$ cat src/rtl/btn_sync_bank.sv
// btn_sync_bank: bank of N independent button conditioners.
// Each channel has a 2-flop synchroniser, a debouncer, rise/fall pulses,
// a toggle state and a long-press pulse.
// Ports:
//   clk, rst (async, active-high)
//   btn[N]        raw asynchronous button inputs
//   clr_toggle[N] synchronous clear of toggle state (wins over rise)
//   level[N]      debounced level
//   rise[N]       one-cycle pulse on debounced 0->1
//   fall[N]       one-cycle pulse on debounced 1->0
//   toggle[N]     flips on each rise
//   long_press[N] one-cycle pulse after LONG_CYCLES cycles held high
//   any_rise      OR of rise, registered alongside it
module btn_sync_bank #(
    parameter int N           = 5,
    parameter int DB_CYCLES   = 4,
    parameter int LONG_CYCLES = 16
) (
    input  logic         clk,
    input  logic         rst,
    input  logic [N-1:0] btn,
    input  logic [N-1:0] clr_toggle,
    output logic [N-1:0] level,
    output logic [N-1:0] rise,
    output logic [N-1:0] fall,
    output logic [N-1:0] toggle,
    output logic [N-1:0] long_press,
    output logic         any_rise
);

    localparam int DBW_RAW = $clog2(DB_CYCLES + 1);
    localparam int HW_RAW  = $clog2(LONG_CYCLES + 1);
    localparam int DBW     = (DBW_RAW < 1) ? 1 : DBW_RAW;
    localparam int HW      = (HW_RAW < 1) ? 1 : HW_RAW;

    localparam logic [DBW-1:0] DB_LAST   = DBW'(DB_CYCLES - 1);
    localparam logic [HW-1:0]  HOLD_MAX  = HW'(LONG_CYCLES);
    localparam logic [HW-1:0]  HOLD_LAST = HW'(LONG_CYCLES - 1);

    logic [N-1:0]          s1_q, s1_d;
    logic [N-1:0]          s2_q, s2_d;
    logic [N-1:0]          level_q, level_d;
    logic [N-1:0]          rise_q, rise_d;
    logic [N-1:0]          fall_q, fall_d;
    logic [N-1:0]          toggle_q, toggle_d;
    logic [N-1:0]          long_q, long_d;
    logic                  any_rise_q, any_rise_d;
    logic [N-1:0][DBW-1:0] db_cnt_q, db_cnt_d;
    logic [N-1:0][HW-1:0]  hold_q, hold_d;

    always_comb begin
        s1_d       = btn;
        s2_d       = s1_q;
        level_d    = level_q;
        rise_d     = '0;
        fall_d     = '0;
        toggle_d   = toggle_q;
        long_d     = '0;
        db_cnt_d   = '0;
        hold_d     = '0;
        any_rise_d = 1'b0;
        for (int i = 0; i < N; i++) begin
            // Count consecutive disagreeing samples; any agreement restarts.
            if (s2_q[i] != level_q[i]) begin
                if (db_cnt_q[i] == DB_LAST) begin
                    level_d[i] = s2_q[i];
                    rise_d[i]  = s2_q[i];
                    fall_d[i]  = ~s2_q[i];
                end else begin
                    db_cnt_d[i] = db_cnt_q[i] + 1'b1;
                end
            end
            if (rise_d[i]) begin
                toggle_d[i] = ~toggle_q[i];
            end
            if (clr_toggle[i]) begin
                toggle_d[i] = 1'b0;
            end
            // Hold counter saturates, so the LAST match happens once per press.
            if (level_q[i]) begin
                if (hold_q[i] != HOLD_MAX) begin
                    hold_d[i] = hold_q[i] + 1'b1;
                end else begin
                    hold_d[i] = hold_q[i];
                end
                long_d[i] = (hold_q[i] == HOLD_LAST);
            end
        end
        any_rise_d = |rise_d;
    end

    always_ff @(posedge clk or posedge rst) begin
        if (rst) begin
            s1_q       <= '0;
            s2_q       <= '0;
            level_q    <= '0;
            rise_q     <= '0;
            fall_q     <= '0;
            toggle_q   <= '0;
            long_q     <= '0;
            any_rise_q <= 1'b0;
            db_cnt_q   <= '0;
            hold_q     <= '0;
        end else begin
            s1_q       <= s1_d;
            s2_q       <= s2_d;
            level_q    <= level_d;
            rise_q     <= rise_d;
            fall_q     <= fall_d;
            toggle_q   <= toggle_d;
            long_q     <= long_d;
            any_rise_q <= any_rise_d;
            db_cnt_q   <= db_cnt_d;
            hold_q     <= hold_d;
        end
    end

    assign level      = level_q;
    assign rise       = rise_q;
    assign fall       = fall_q;
    assign toggle     = toggle_q;
    assign long_press = long_q;
    assign any_rise   = any_rise_q;

endmodule

$ cat config.mk
export PLATFORM = sky130hd
export DESIGN_NAME = btn_sync_bank
export DESIGN_NICKNAME = d
export VERILOG_FILES = /design/src/rtl/btn_sync_bank.sv
export SDC_FILE = /design/constraint.sdc
export NUM_CORES = 1
export LEC_CHECK = 0
export ABC_CLOCK_PERIOD_IN_PS = 3600
export CAP_MARGIN = 25
export CORE_ASPECT_RATIO = 1.5
export CORE_MARGIN = 8
export CORE_UTILIZATION = 55
export DETAILED_ROUTE_END_ITERATION = 12
export PLACE_DENSITY = 0.83
export SLEW_MARGIN = 20
export SYNTH_ARGS = -nofsm -noshare
export SYNTH_HDL_FRONTEND = slang
export SYNTH_SLANG_ARGS = --single-unit
$ cat constraint.sdc
create_clock -name clk -period 3.6 [get_ports clk]
set_input_delay 1.08 -clock clk [delete_from_list [all_inputs] [get_ports clk]]
set_output_delay 1.08 -clock clk [all_outputs]
set_load 0.05 [all_outputs]
==> impl_metrics.toml, run 1 <==
[power_and_ir_drop]
combPwrFrac_pct = 28.0
power_density_nw_per_um2 = 644
irDropWorstVdd_uv = 443
pwr-share-seq_pct = 47.2
clkPwrFrac_pct = 24.8
p_sw_share_pct = 33.6
p_int_mw = 1.65
power_leakage_nw = 1.83
p_sw_mw = 0.836

[grt]
grtUsageTotal_pct = 13.5
antenna_found_initial = 0
grt_max_degree = 44
overflow = 0
grt_pass1_vias = 2096
grt_pass1_wl_um = 9090

[clocking]
cts_resized = 0
cts-root-buf = "clkbuf_8"
clkSinkCount = 76
h-tree-depth = 3
cts_buffers = 9
cts_tree = "built"
cts_setup_buffers = 0
cts_hold_buf = 0
clock_path_buffers = 2
path_clk_slew_ns = 0.08
insertion_delay_ns = 0.34

[logic_synthesis]
netlist_area_sq_um = 3220
syn_inst = 250
synth.top_cell.area_share_pct = 59.1
synth_cell_types = 24
synth.largest_area_cell = "dfrtp_1"
ys_warn_count = 0
yosysSeqAreaShare_pct = 59.1
synth.net_count = 282
avgSynthCellArea_sq_um = 12.9
ys_ff_latch = 76
synth.area.top_cells = "dfrtp_1, ha_1, xnor2_1, nor3b_1, and3_1"

[sta]
report.final.slew_viol_count = 0
fin_crit_ns = 2.77
holdWs_ns = 0.344
hold_viol_final = 0
clock_skew_ns = 0.0129
setup_viol = 0
tns_ns = 0
fmax_ghz = 0.360
fin_crit_sh_pct = 77.1
max_slew_margin_pct = 53.6
rsz0062_at_grt = "no"
worst_pin_slew_ns = 0.695

[hold_path]
min_path_type = "flop to flop"
holdPathStages = 0

[floorplanning]
ios = 38
die_h_um = 110
dieArea_sq_um = 8600
die_w_um = 78.4
coreArea_sq_um = 5740
initial_core_util_pct = 56.0
rows = 34

[setup_path]
crit_chain = "clkdlybuf4s50_1"
cp_num_buf_inv = 1
required_ns = 2.52
cp-start-kind = "flop"
slowest_stage = "clkdlybuf4s50_1"
endpoint_kind = "output pin"
crit_type = "flop to output pin"
max_stage_delay_ns = 0.86
cp_num_cells = 1
worstPathArrival_ns = 1.69
cp_max_fo = 11
crit_family = "buffers and inverters"
rr_worst_depth = 4

[detailed_routing]
routed_via_density = 5.13
drtAntennaViolNets = 0
wl_per_cell_um = 13.8
vias = 1904
dr.pass1.iters = 3
drt_iter0_drc = 74
wirelength_um = 5130
drc_errors = 0

[cells_and_area]
nFillCells = 434
antenna_cells = 0
drive_above_1_share_pct = 7.02
area_growth_pct = 20.0
final_net_count = 326

[place]
io_buffer_count = 37
place.gp.congestion = 0.728
post-dp-hpwl_um = 3850

[status]
status = "complete, no violations"

[run]
max_cap_violations = 0
## synthesized netlist by cell type, drive strengths merged
master   instances
a21boi           8
and2            12
and3            13
and3b            3
and4bb          10
buf              5
dfrtp           76
ha              20
inv             18
mux2             5
mux2i            2
nand2           13
nand2b           3
nand3            7
nand4bb          3
nor2             8
nor2b            5
nor3             5
nor3b           12
xnor2           17
xor2             5
## per-layer routing
| layer | global-route usage (%) | part of all wire, % | vias to the layer above |
|---|---|---|---|
| met1 | 13.3 | 39 | 943 |
| met4 | 6.38 | 1.8 | 0 |
| li1 | - | - | 925 |
| met3 | 3.93 | 4.1 | 8 |
| met2 | 25.1 | 55 | 28 |
| met5 | 0 | 0 | - |
## per-stage QoR
stage | std cells | area (sq um) | total power, mW | setup slack, ns | util (%)
floorplan | 250 | 3220 | 1.70 | 0.582 | -
global placement | 355 | 3660 | 1.86 | 1.19 | 63.8
detailed placement | 355 | 3660 | 1.90 | 1.17 | 63.8
CTS | 371 | 3860 | 2.53 | 0.793 | 67.2
global route | 371 | 3860 | 2.66 | 0.732 | 67.2
finish | 371 | 3860 | 2.49 | 0.825 | 67.2
## sequential cells by signal (all words and copies together), names as in the netlist
name / cells
any_rise: 1
db_cnt_q: 15
fall: 5
hold_q: 25
level: 5
long_press: 5
rise: 5
s1_q: 5
s2_q: 5
toggle: 5
## power groups by stage
stage	logic (mW)	clock network (mW)	registers [mW]
6_report	0.696	0.617	1.17
5_1_grt	0.780	0.670	1.21
4_1_cts	0.714	0.638	1.18
3_5_place_dp	0.707	0	1.20
3_3_place_gp	0.680	0	1.18
2_1_floorplan	0.430	0	1.27
## cell families (layout without fill, tap and decap cells)
family / Yosys count / in the layout / share of synthesized area [%]
adder cells (fa/ha/maj): 20 / 20 / 7.78
buffers and inverters: 23 / 72 / 3.07
AND/OR/NAND/NOR: 94 / 94 / 19.8
multiplexers: 7 / 7 / 2.37
flip-flops: 76 / 76 / 59.1
AO/OA/AOI/OAI: 8 / 8 / 1.87
XOR/XNOR: 22 / 22 / 5.99
## placed cells by master (no fill, tap or decap), drive strengths merged
master | netlist | routed
dfrtp | 76 | 76
clkdlybuf4s50 | 0 | 37
ha | 20 | 20
inv | 18 | 18
xnor2 | 17 | 17
and3 | 13 | 13
nand2 | 13 | 13
and2 | 12 | 12
nor3b | 12 | 12
clkbuf | 0 | 11
and4bb | 10 | 10
nor2 | 8 | 8
a21boi | 8 | 8
nand3 | 7 | 7
nor2b | 5 | 5
xor2 | 5 | 5
nor3 | 5 | 5
mux2 | 5 | 5
nand2b | 3 | 3
and3b | 3 | 3
nand4bb | 3 | 3
mux2i | 2 | 2
clkinv | 0 | 2
clkinvlp | 0 | 2
bufinv | 0 | 1
buf | 5 | 1
## final timing paths
check / startpoint / end / slack (ns)
min reg2reg: s1_q[4]$_DFF_PP0_ / s2_q[4]$_DFF_PP0_ / 0.34
max reg2reg: hold_q[0]$_DFFE_PP0P_ / hold_q[4]$_DFFE_PP0P_ / 2.28
max: level[4]$_DFFE_PP0P_ / level[4] / 0.83
max in group asynchronous: rst / s2_q[0]$_DFF_PP0_ / 1.76
min in group asynchronous: rst / s2_q[3]$_DFF_PP0_ / 1.19
min: s1_q[4]$_DFF_PP0_ / s2_q[4]$_DFF_PP0_ / 0.34
## final cells by class
| cell class | instances | area [sq um] | share of cell area [%] |
|---|---|---|---|
| tap | 72 | 90.1 | 2.33 |
| timing repair buffer | 38 | 390 | 10.1 |
| sequential | 76 | 1900 | 49.3 |
| clock inverter | 5 | 62.6 | 1.62 |
| clock buffer | 11 | 131 | 3.40 |
| inverter | 18 | 67.6 | 1.75 |
| multi-input combinational | 151 | 1210 | 31.5 |
Note: power is estimated with default switching activity, not from simulation.
==> inputs of run 2 (changes only) <==
Settings changed: ABC_CLOCK_PERIOD_IN_PS 3600 to 2250, CORE_UTILIZATION 55 to 50, PLACE_DENSITY 0.83 to 0.79.
Clock period 3.6 ns to 2.25 ns, I/O delays scaled along.
==> run 2 against run 1 <==
Worst hold slack gained 0.0065 ns. Via count grew 1.0%. Critical path depth is the same. Sequential power grew 62%. Register-to-register slack lost 1.4 ns. Critical path type unchanged. Largest power group unchanged.
==> impl_metrics.toml, run 2 (same netlist as run 1, synthesis figures left out) <==
[sta]
fin_crit_ns = 2.16
clock_skew_ns = 0.0111
fmax_ghz = 0.462
holdWs_ns = 0.350
report.final.slew_viol_count = 0
fin_crit_sh_pct = 96.2
tns_ns = 0
rsz0062_at_grt = "no"
worst_pin_slew_ns = 0.510
setup_viol = 0
max_slew_margin_pct = 65.9
hold_viol_final = 0

[power_and_ir_drop]
combPwrFrac_pct = 27.8
power_leakage_nw = 1.94
pwr-share-seq_pct = 47.7
p_sw_share_pct = 34.7
p_int_mw = 2.59
power_density_nw_per_um2 = 1030
irDropWorstVdd_uv = 709
clkPwrFrac_pct = 24.5
p_sw_mw = 1.38

[setup_path]
required_ns = 1.57
slowest_stage = "clkdlybuf4s50_1"
rrSetupSlack_ns = 0.89
crit_chain = "clkdlybuf4s50_1"
crit_family = "buffers and inverters"
endpoint_kind = "output pin"
cp-start-kind = "flop"
max_stage_delay_ns = 0.80
cp_max_fo = 1
crit_type = "flop to output pin"
cp_num_buf_inv = 1
worstPathArrival_ns = 1.49

[cells_and_area]
largest_reg_flops = 25
reg_top3 = "hold_q (25), db_cnt_q (15)"
post-route-util_pct = 60.9
top_register = "hold_q"
antenna_cells = 0
layout_commonest_cell = "dfrtp_1"
drive_above_1_share_pct = 9.67
final_net_count = 327
area_growth_pct = 20.3
layout_common_cells = "dfrtp_1, clkdlybuf4s50_1, ha_1, xnor2_1, inv_1"
finalNonFillerCells = 376
nFillCells = 530

[floorplanning]
die_h_um = 114
ios = 38
rows = 36
coreArea_sq_um = 6350
initial_core_util_pct = 50.6
die_w_um = 81.5
dieArea_sq_um = 9310

[place]
io_buffer_count = 37
place.gp.congestion = 0.744
post-dp-hpwl_um = 4020
dp_cells = 360

[grt]
antenna_found_initial = 0
overflow = 0
grtUsageTotal_pct = 13.4
grt_pass1_vias = 2090
grt_max_degree = 47
grt_pass1_wl_um = 9430

[clocking]
h-tree-depth = 3
path_clk_slew_ns = 0.08
clock_path_buffers = 2
cts_hold_buf = 0
cts_tree = "built"
cts_setup_buffers = 0
clkSinkCount = 76
insertion_delay_ns = 0.35
cts_buffers = 9
cts-root-buf = "clkbuf_8"

[detailed_routing]
drc_errors = 0
dr.pass1.iters = 4
vias = 1923
wirelength_um = 5520
drt_iter0_drc = 55
routed_via_density = 5.11
met2_length_um = 2970
met3WireLength_um = 268
drtAntennaViolNets = 0
wl_met1_um = 2180
routed.top_layer = "met4"
wl_per_cell_um = 14.7

[hold_path]
min_path_type = "flop to flop"

[status]
status = "complete, no violations"

[run]
max_cap_violations = 0
==> run 2: final timing paths <==
check                                            from                       to  depth (start not counted)
worst min register to register      s1_q[4]$_DFF_PP0_        s2_q[4]$_DFF_PP0_                          0
worst max register to register  db_cnt_q[6]$_DFF_PP0_     level[2]$_DFFE_PP0P_                          3
max in group asynchronous                         rst  long_press[3]$_DFF_PP0_                          3
worst min-delay path                s1_q[4]$_DFF_PP0_        s2_q[4]$_DFF_PP0_                          0
min in group asynchronous                         rst    db_cnt_q[2]$_DFF_PP0_                          3
worst max-delay path                rise[0]$_DFF_PP0_                  rise[0]                          1
==> run 2: final cells by class <==
class	instances	area (sq um)	share of cell area (%)
Tap cell	76	95.1	2.46
Sequential cell	76	1900	49.2
Inverter	18	71.3	1.84
Clock buffer	12	165	4.27
Timing Repair Buffer	39	398	10.3
Multi-Input combinational cell	151	1210	31.4
Clock inverter	4	22.5	0.582
==> run 2: power by group through the flow <==
stage                     Combinational, mW  Clock, mW  Sequential, mW
after floorplan                       0.689          0            2.04
after global placement                 1.05          0            1.91
after detailed placement               1.13          0            1.92
after CTS                              1.13       1.00            1.90
after global routing                   1.24       1.06            1.94
final                                  1.10      0.972            1.89
==> run 2: per-stage QoR <==
| step | total power, mW | instance area (sq um) | worst slack (ns) |
|---|---|---|---|
| after floorplan | 2.73 | 3220 | 0.721 |
| after global placement | 2.96 | 3670 | 0.420 |
| after detailed placement | 3.05 | 3670 | 0.397 |
| after CTS | 4.03 | 3860 | 0.00855 |
| after global routing | 4.24 | 3870 | 0.0320 |
| final | 3.97 | 3870 | 0.0854 |
==> run 2: timing repair <==
item,in CTS,in global routing
setup endpoints to repair,0,5
endpoints found under the hold margin,0,0
resized for setup,0,5
==> run 2: worst reg2reg max path: cells and delay by family (launching register included) <==
kind / cells / cell delay (ns)
adder cells (fa/ha/maj): 1 / 0.20
flip-flops: 1 / 0.36
multiplexers: 1 / 0.38
AND/OR/NAND/NOR: 1 / 0.30
==> run 2: routing by layer <==
layer | track usage (%) | vias to the layer above
li1 | - | 922
met1 | 12.8 | 966
met2 | 23.3 | 26
met3 | 5.11 | 9
met4 | 7.54 | 0
met5 | 0 | -
